<file path="config.mk">
export PLATFORM = sky130hd
export DESIGN_NAME = uart_rx_fifo_flat
export DESIGN_NICKNAME = d
export VERILOG_FILES = /design/src/rtl/uart_pkg.sv /design/src/rtl/uart_rx_fifo_if.sv /design/src/rtl/uart_edge_det.sv /design/src/rtl/uart_rx_fifo.sv /design/src/flat_wrapper.sv
export SDC_FILE = /design/constraint.sdc
export NUM_CORES = 1
export LEC_CHECK = 0
export BUFFER_PORTS_ARGS = -buffer_cell sky130_fd_sc_hd__buf_4
export CORE_UTILIZATION = 40
export DETAILED_ROUTE_END_ITERATION = 8
export HOLD_SLACK_MARGIN = 0.1
export SYNTH_ARGS = -nofsm -noshare
export SYNTH_HDL_FRONTEND = slang
export SYNTH_HIERARCHICAL = 1
export SYNTH_SLANG_ARGS = --single-unit
</file>
<file path="constraint.sdc">
create_clock -name clk -period 7.2 [get_ports clk]
set_input_delay 0.72 -clock clk [delete_from_list [all_inputs] [get_ports clk]]
set_output_delay 0.72 -clock clk [all_outputs]
set_load 0.03 [all_outputs]
</file>
<file path="src/rtl/uart_pkg.sv">
// rtl/uart_pkg.sv - shared constants and helpers for the UART receive path
package uart_pkg;

    localparam int UART_DATA_W = 8;

    function automatic int clog2(input int value);
        int r;
        r = 0;
        while ((1 << r) < value) begin
            r = r + 1;
        end
        return r;
    endfunction

endpackage

</file>
<file path="src/rtl/uart_rx_fifo_if.sv">
// rtl/uart_rx_fifo_if.sv - receiver capture and host read signals of the receive byte buffer
interface uart_rx_fifo_if
    import uart_pkg::*;
#(
    parameter int ADDR_W = 4
);
    logic [UART_DATA_W-1:0] rx_data;
    logic                   rx_ready;
    logic                   rd_en;
    logic                   ovf_clr;
    logic [UART_DATA_W-1:0] rd_data;
    logic                   empty;
    logic                   full;
    logic                   almost_full;
    logic [ADDR_W:0]        count;
    logic                   overflow;

    modport master (
        output rx_data, rx_ready, rd_en, ovf_clr,
        input  rd_data, empty, full, almost_full, count, overflow
    );

    modport slave (
        input  rx_data, rx_ready, rd_en, ovf_clr,
        output rd_data, empty, full, almost_full, count, overflow
    );
endinterface

</file>
<file path="src/rtl/uart_edge_det.sv">
// rtl/uart_edge_det.sv - registered single-bit rising-edge detector for done flags
module uart_edge_det (
    input  logic clk,
    input  logic rst_n,
    input  logic sig_i,
    output logic rise_o
);
    logic sig_q;

    always_ff @(posedge clk or negedge rst_n) begin
        if (!rst_n) begin
            sig_q <= 1'b0;
        end else begin
            sig_q <= sig_i;
        end
    end

    assign rise_o = sig_i & ~sig_q;
endmodule

</file>
<file path="src/rtl/uart_rx_fifo.sv">
// rtl/uart_rx_fifo.sv - first-word-fall-through byte buffer behind the UART receiver
module uart_rx_fifo
    import uart_pkg::*;
#(
    parameter int DEPTH        = 16,
    parameter int ADDR_W       = clog2(DEPTH),
    parameter int AFULL_THRESH = 12
) (
    input  logic           clk,
    input  logic           rst_n,
    uart_rx_fifo_if.slave  bus
);
    localparam logic [ADDR_W:0] DEPTH_C = (ADDR_W + 1)'(DEPTH);
    localparam logic [ADDR_W:0] AFULL_C = (ADDR_W + 1)'(AFULL_THRESH);

    logic [UART_DATA_W-1:0] mem [DEPTH];
    logic [ADDR_W-1:0]      wr_ptr_q, wr_ptr_d;
    logic [ADDR_W-1:0]      rd_ptr_q, rd_ptr_d;
    logic [ADDR_W:0]        count_q, count_d;
    logic                   overflow_q, overflow_d;
    logic                   wr_stb, rd_stb, wr_ok, drop;
    logic                   empty_w, full_w;

    uart_edge_det u_wr_edge (
        .clk    (clk),
        .rst_n  (rst_n),
        .sig_i  (bus.rx_ready),
        .rise_o (wr_stb)
    );

    assign empty_w = (count_q == '0);
    assign full_w  = (count_q == DEPTH_C);
    assign rd_stb  = bus.rd_en & ~empty_w;
    // A pop in the same cycle frees the slot, so a full buffer can still take the write.
    assign wr_ok   = wr_stb & (~full_w | rd_stb);
    assign drop    = wr_stb & full_w & ~rd_stb;

    always_comb begin
        wr_ptr_d   = wr_ptr_q;
        rd_ptr_d   = rd_ptr_q;
        count_d    = count_q;
        overflow_d = overflow_q;
        if (wr_ok) begin
            wr_ptr_d = wr_ptr_q + 1'b1;
        end
        if (rd_stb) begin
            rd_ptr_d = rd_ptr_q + 1'b1;
        end
        case ({wr_ok, rd_stb})
            2'b10:   count_d = count_q + 1'b1;
            2'b01:   count_d = count_q - 1'b1;
            default: count_d = count_q;
        endcase
        if (drop) begin
            overflow_d = 1'b1;
        end else if (bus.ovf_clr) begin
            overflow_d = 1'b0;
        end
    end

    always_ff @(posedge clk or negedge rst_n) begin
        if (!rst_n) begin
            wr_ptr_q   <= '0;
            rd_ptr_q   <= '0;
            count_q    <= '0;
            overflow_q <= 1'b0;
        end else begin
            wr_ptr_q   <= wr_ptr_d;
            rd_ptr_q   <= rd_ptr_d;
            count_q    <= count_d;
            overflow_q <= overflow_d;
        end
    end

    always_ff @(posedge clk) begin
        if (wr_ok) begin
            mem[wr_ptr_q] <= bus.rx_data;
        end
    end

    assign bus.rd_data     = empty_w ? '0 : mem[rd_ptr_q];
    assign bus.empty       = empty_w;
    assign bus.full        = full_w;
    assign bus.almost_full = (count_q >= AFULL_C);
    assign bus.count       = count_q;
    assign bus.overflow    = overflow_q;
endmodule
</file>
<file path="src/flat_wrapper.sv">
// flat-port wrapper written by rule: the top's interface ports become plain ports
module uart_rx_fifo_flat import uart_pkg::*;
#(
    parameter int DEPTH        = 16,
    parameter int ADDR_W       = clog2(DEPTH),
    parameter int AFULL_THRESH = 12
)
  (clk, rst_n, bus_rx_data, bus_rx_ready, bus_rd_en, bus_ovf_clr, bus_rd_data, bus_empty, bus_full, bus_almost_full, bus_count, bus_overflow);
  uart_rx_fifo_if #(.ADDR_W(ADDR_W)) bus_i ();
  input  logic clk;
  input  logic rst_n;
  input wire logic [$bits(bus_i.rx_data)-1:0] bus_rx_data;
  input wire logic [$bits(bus_i.rx_ready)-1:0] bus_rx_ready;
  input wire logic [$bits(bus_i.rd_en)-1:0] bus_rd_en;
  input wire logic [$bits(bus_i.ovf_clr)-1:0] bus_ovf_clr;
  output wire logic [$bits(bus_i.rd_data)-1:0] bus_rd_data;
  output wire logic [$bits(bus_i.empty)-1:0] bus_empty;
  output wire logic [$bits(bus_i.full)-1:0] bus_full;
  output wire logic [$bits(bus_i.almost_full)-1:0] bus_almost_full;
  output wire logic [$bits(bus_i.count)-1:0] bus_count;
  output wire logic [$bits(bus_i.overflow)-1:0] bus_overflow;
  assign bus_i.rx_data = bus_rx_data;
  assign bus_i.rx_ready = bus_rx_ready;
  assign bus_i.rd_en = bus_rd_en;
  assign bus_i.ovf_clr = bus_ovf_clr;
  assign bus_rd_data = bus_i.rd_data;
  assign bus_empty = bus_i.empty;
  assign bus_full = bus_i.full;
  assign bus_almost_full = bus_i.almost_full;
  assign bus_count = bus_i.count;
  assign bus_overflow = bus_i.overflow;
  uart_rx_fifo #(.DEPTH(DEPTH), .ADDR_W(ADDR_W), .AFULL_THRESH(AFULL_THRESH)) u_core (.clk(clk), .rst_n(rst_n), .bus(bus_i));
endmodule
</file>
* Yosys cells after proc, flatten, opt, wreduce, memory -nomap -nowiden
Memories as Yosys holds them, arrays and structs flattened. Cells that the tools add are included.
Storage, ports and cells: register bits after elaboration 15, bits in latches 0, memory bits (writable) 128, memory bits (read-only) 0, input bits 13, output and inout bits 17, word-level logic and storage cells 33, memories 1
Memories:
- u_core.mem | words 16, width 8, read ports 1, clocked after memory_dff 0, wr ports 1, RTL line uart_rx_fifo.sv:16 | logic [UART_DATA_W-1:0] mem [DEPTH];
Cells by class: add/subtract/negate cells 4, multiply operators 0, div/mod/pow operators 0, magnitude comparators 1, eq/ne operators 3, shifts and indexed selects 0, muxes and demuxes 6, bitwise operators 10, reductions and logical operators 3
Operator list (count):
- one-hot mux 5 bit (2 select lines) | 1
- adder 4 x 1 -> 4 bit (second input constant) | 2
- 2-to-1 mux 8 bit | 1
- adder 5 x 1 -> 5 bit (second input constant) | 1
- AND 1 bit | 5
- == test 5 bit (second input constant) | 1
- >= comparator 5 x 4 -> 1 bit (second input constant) | 1
- zero test 5 bit | 1
- subtractor 5 x 1 -> 5 bit (second input constant) | 1
- 2-to-1 mux 1 bit | 4
- inverter 1 bit | 4
- nonzero test 2 bit | 2
- == test 2 x 1 -> 1 bit (second input constant) | 1
- == test 2 bit (second input constant) | 1
- OR 1 bit | 1

* Depth between registers and ports, before layout
depth in word-level cells 7, depth in mapped cells 10, mapped depth without buffers 9

* Cells and area by module
The synthesis kept the hierarchy.
Modules (own cells, without submodules):
- uart_rx_fifo | instances 1, cells each 294, area an instance 5828.1 µm², sequential area each 4194.0 µm²
- uart_edge_det | instances 1, cells each 2, area an instance 38.8 µm², sequential area each 25.0 µm²

* Worst setup path before layout
No wires, ideal clock.
path kind register -> register, from register u_core.count_q[2] (netlist: u_core/bus.count[2]), to register u_core.count_q[4] (netlist: u_core/bus.count[4]), library setup time 80 ps, arrival time 2767 ps, data required time 7120 ps, slack 4353 ps, cell stages (with the launch flop) 11, path buffers 1, period minus slack after synthesis 2847 ps, cell sequence dfrtp_1 -> buf_6 -> or4_1 -> o21ai_2 -> nor2_1 -> xor2_1 -> ha_1 -> o31a_1 -> or4_1 -> nand3_1 -> xnor2_1
On the way: cells in the longest elaborated chain, start to end 7, elaborated cells on any way between the ends 13, classes of those cells add/sub (2); eq/ne (3); mux (1); bitwise (5); reduce/logical (2)
Ends and longest elaborated chain:
- from (decl) | RTL line uart_rx_fifo.sv:19 | logic [ADDR_W:0] count_q, count_d;
- from (signal assigned) | RTL line uart_rx_fifo.sv:70 | count_q <= count_d;
- zero test 5 bit | RTL line uart_rx_fifo.sv:31 | assign empty_w = (count_q == '0);
- inverter 1 bit | RTL line uart_rx_fifo.sv:33 | assign rd_stb = bus.rd_en & ~empty_w;
- AND 1 bit | RTL line uart_rx_fifo.sv:33
- OR 1 bit | RTL line uart_rx_fifo.sv:35 | assign wr_ok = wr_stb & (~full_w | rd_stb);
- AND 1 bit | RTL line uart_rx_fifo.sv:35
- == test 2 x 1 -> 1 bit / == test 2 bit (equally long branches) | RTL line uart_rx_fifo.sv:49 | case ({wr_ok, rd_stb})
- one-hot mux 5 bit (2 select lines) / nonzero test 2 bit (equally long branches)
Several ways; a longest one is shown, not always the timed one. A chain may end at the register's enable or synchronous reset.

* Worst setup path in the final report
from register u_core.rd_ptr_q[0], to output port bus_rd_data[2]
On the way: cells in the longest elaborated chain, start to end 2
Ends and longest elaborated chain:
- from (decl) | RTL line uart_rx_fifo.sv:18 | logic [ADDR_W-1:0] rd_ptr_q, rd_ptr_d;
- from (signal assigned) | RTL line uart_rx_fifo.sv:69 | rd_ptr_q <= rd_ptr_d;
- memory read (16 x 8 bit)
- 2-to-1 mux 8 bit | RTL line uart_rx_fifo.sv:81 | assign bus.rd_data = empty_w ? '0 : mem[rd_ptr_q];
- to (decl) | RTL line flat_wrapper.sv:16 | output wire logic [$bits(bus_i.rd_data)-1:0] bus_rd_data;
No other way between the ends.

==> results.tsv <==
stage	metric	value	unit
sta	Slew headroom	0.570	
clock_network	post-CTS setup buffers	0	
power_and_ir_drop	Leak Pwr	2.34	nW
global_routing	pin count of the biggest net entering global routing	27	
global_routing	vias in the first global route	2864	
sta	setup violators final	0	
worst_setup_path	Worst Setup Path Type	flop to output pin	
sta	fmax	0.275	GHz
floorplanning	Top Ports	30	
sta	Setup TNS	0	ps
sta	worst clock skew	5.87	ps
clock_network	Clk Tree Root Cell	clkbuf_16	
run_status	outcome	finished, final reports clean	
worst_setup_path	internal reg-to-reg setup slack	4260	ps
floorplanning	Die ar.	15200	µm²
worst_setup_path	R2R depth	9	
route	via count	2846	
finish	Antenna diodes	0	
placed_design	HPWL Detailed	7000	µm
power_and_ir_drop	PD cells	410	nW/µm²
finish	most frequent cells in the layout	edfxtp_1, mux4_2, buf_4, clkbuf_16, dfrtp_1	
sta	Slew Limit Fails	0	
synth	area share of the largest cell type after synthesis	0.655	
synth	largest area contributor in the netlist	edfxtp_1	
route	First-pass DRT Iterations	4	
synth	Yosys reg bits	143	
clock_network	Worst-Skew Late Latency	420	ps
synth	Syn Nets	316	
clock_network	Inserted Clock Buffers	17	
power_and_ir_drop	Comb pwr share	0.307	
route	mean routed wirelength per cell	21.4	µm
power_and_ir_drop	clock power share	0.303	
synth	synth warn	6	
placed_design	IO Port Bufs	29	
power_and_ir_drop	Power, Total	2.80	mW
global_routing	initial antenna violation count	0	
floorplanning	chip width	123	µm
sta	final hold violations	0	
clock_network	clock sinks	143	
finish	layout cells sized above 1	0.319	
floorplanning	core area	14100	µm²
global_routing	Overflow after GRT	0	
global_routing	first-pass GRT wire length	17400	µm
finish	P&R area growth vs syn	16.4	%
route	Detail Route Antenna Nets	0	
floorplanning	starting density of the core	0.416	
power_and_ir_drop	VDD IR max	210	µV
sta	Worst-Margin Slew	645	ps
finish	post-layout util	0.484	
finish	commonest non-fill, non-tap cell in the layout	edfxtp_1	
worst_setup_path	Critical Path RT	6480	ps
worst_setup_path	Reg-to-Reg Start	u_core/bus.count[2]	
sta	crit share post-route	0.504	
worst_setup_path	Worst Setup Start Kind	flop	
route	Avg Vias per Cell	5.42	
synth	post-synthesis cell type count	40	
worst_setup_path	worst reg2reg endpoint	u_core/bus.count[4]	
clock_network	H-tree levels	4	
worst_setup_path	CP endpoint kind	output pin	
power_and_ir_drop	sequential share of power	0.390	
synth	Post-Syn Instances	296	
floorplanning	DIE HEIGHT	123	µm
route	Iter 0 DRT Violations	295	
power_and_ir_drop	Sw Ratio	0.325	
clock_network	CTS tree	yes	
clock_network	clk slew on worst S/H paths	60	ps
floorplanning	Cell Rows	43	
synth	Seq/Total Area, Yosys	0.719	
placed_design	Final GP Congestion	0.756	
power_and_ir_drop	Pint	1.89	mW
min_path	Hold/Removal Path Class	primary input to async pin	
finish	nets	352	
worst_setup_path	Data arrival, critical path	2910	ps
clock_network	Max Buffers Root-to-Sink	2	
placed_design	Placed Cells	493	
sta	crit path time final	3630	ps
worst_setup_path	CP Max Fanout	26	
clock_network	hold_buf cts	0	
power_and_ir_drop	sw power	0.909	mW
route	Residual DRC	0	
route	routed wire length	11200	µm
clock_network	post-cts resize count	0	
global_routing	gr usage total	0.169	
synth	synth top area cells	edfxtp_1, mux4_2, dfrtp_1	
job	Max-Cap Viols	0	
sta	RSZ-0062 raised after global routing	no	
synth	Synth Area per Inst	19.8	µm²
finish	post-route insts no fill	525	
synth	Mapped Area	5870	µm²
-- logic make-up after synthesis --
logic type      count (synthesis)  share of synthesized area
buf+inv                        19                     0.0156
flops                         143                      0.719
compound gates                 12                     0.0147
xor+xnor                       11                     0.0164
mux                            42                      0.157
simple gates                   62                     0.0623
fa+ha+maj                       7                     0.0149
-- how the worst max path moves through the flow --
stage / startpoint / end / cells after the start
after global routing: u_core/rd_ptr_q[0] / bus_rd_data[6] / 5
after CTS: u_core/rd_ptr_q[0] / bus_rd_data[2] / 5
after detailed placement: u_core/rd_ptr_q[0] / bus_rd_data[2] / 5
after floorplan: u_core/bus.count[2] / u_core/bus.count[4] / 10
after global placement: u_core/rd_ptr_q[0] / bus_rd_data[4] / 5
final: u_core/rd_ptr_q[0] / bus_rd_data[2] / 5
-- power groups by stage --
stage	combinational [mW]	sequential, mW	clock (mW)
floorplan	0.659	1.06	0
finish	0.859	1.09	0.847
CTS	0.869	1.10	0.868
detailed placement	0.869	1.11	0
global placement	0.864	1.11	0
global route	0.923	1.11	0.903
-- cells in the mapped netlist --
master / n
buf_1: 2
ha_1: 7
and2_1: 8
a21oi_1: 2
nand4_1: 4
nor2b_1: 10
a22o_1: 1
or4_4: 1
and3_4: 1
or4_1: 2
nor4_1: 1
and2_4: 1
o21ai_2: 1
inv_1: 5
nor2b_4: 1
or3_4: 1
a311o_1: 1
edfxtp_1: 128
xor2_1: 2
nand3_1: 3
mux2i_1: 2
o22ai_1: 1
nand2b_1: 1
buf_2: 4
dfrtp_1: 15
mux4_2: 40
o21a_1: 1
nor2_1: 5
a21o_1: 1
a31oi_1: 1
a211oi_1: 1
o21ai_0: 1
nor3_1: 1
o31a_1: 1
buf_6: 2
clkbuf_1: 6
nor2_2: 1
and3_1: 8
nand2_1: 13
xnor2_1: 9
-- state kept, by name, indices dropped and copies added (netlist names) --
signal,flops
u_core/bus.overflow,1
u_core/bus.count,5
u_core/mem,128
u_core/rd_ptr_q,4
u_core/wr_ptr_q,4
u_core/u_wr_edge/sig_q,1
-- final cells by class --
type / count / area, µm²
Clock inverter: 15 / 150
Clock buffer: 17 / 425
Multi-Input combinational cell: 134 / 1560
Sequential cell: 143 / 4220
Tap cell: 180 / 225
Inverter: 5 / 18.8
Fill cell: 1175 / 7270
Timing Repair Buffer: 31 / 233
-- metrics by stage --
step,worst slack [ps],hold WS [ps],area (µm²)
4_1_cts,3480,148,6830
6_report,3570,152,6830
2_1_floorplan,4350,424,5870
3_5_place_dp,3930,535,6250
3_3_place_gp,3940,519,6250
5_1_grt,3400,146,6830
-- worst max-delay path, stage by stage (launching register included) --
cell and delay (ps):
dfrtp_2 560, buf_4 520, mux4_2 590, mux4_2 480
nor2b_1 150, buf_4 190
-- layer usage --
layer / wire length (µm) / global-route usage / share of wire / vias up
met5: 0 / 0 / 0 / -
met4: 212 / 0.0768 / 0.019 / 0
met3: 429 / 0.0387 / 0.038 / 16
met2: 5350 / 0.249 / 0.48 / 49
met1: 5240 / 0.240 / 0.47 / 1506
li1: - / - / - / 1275
Power figures use the tool's default switching activity.
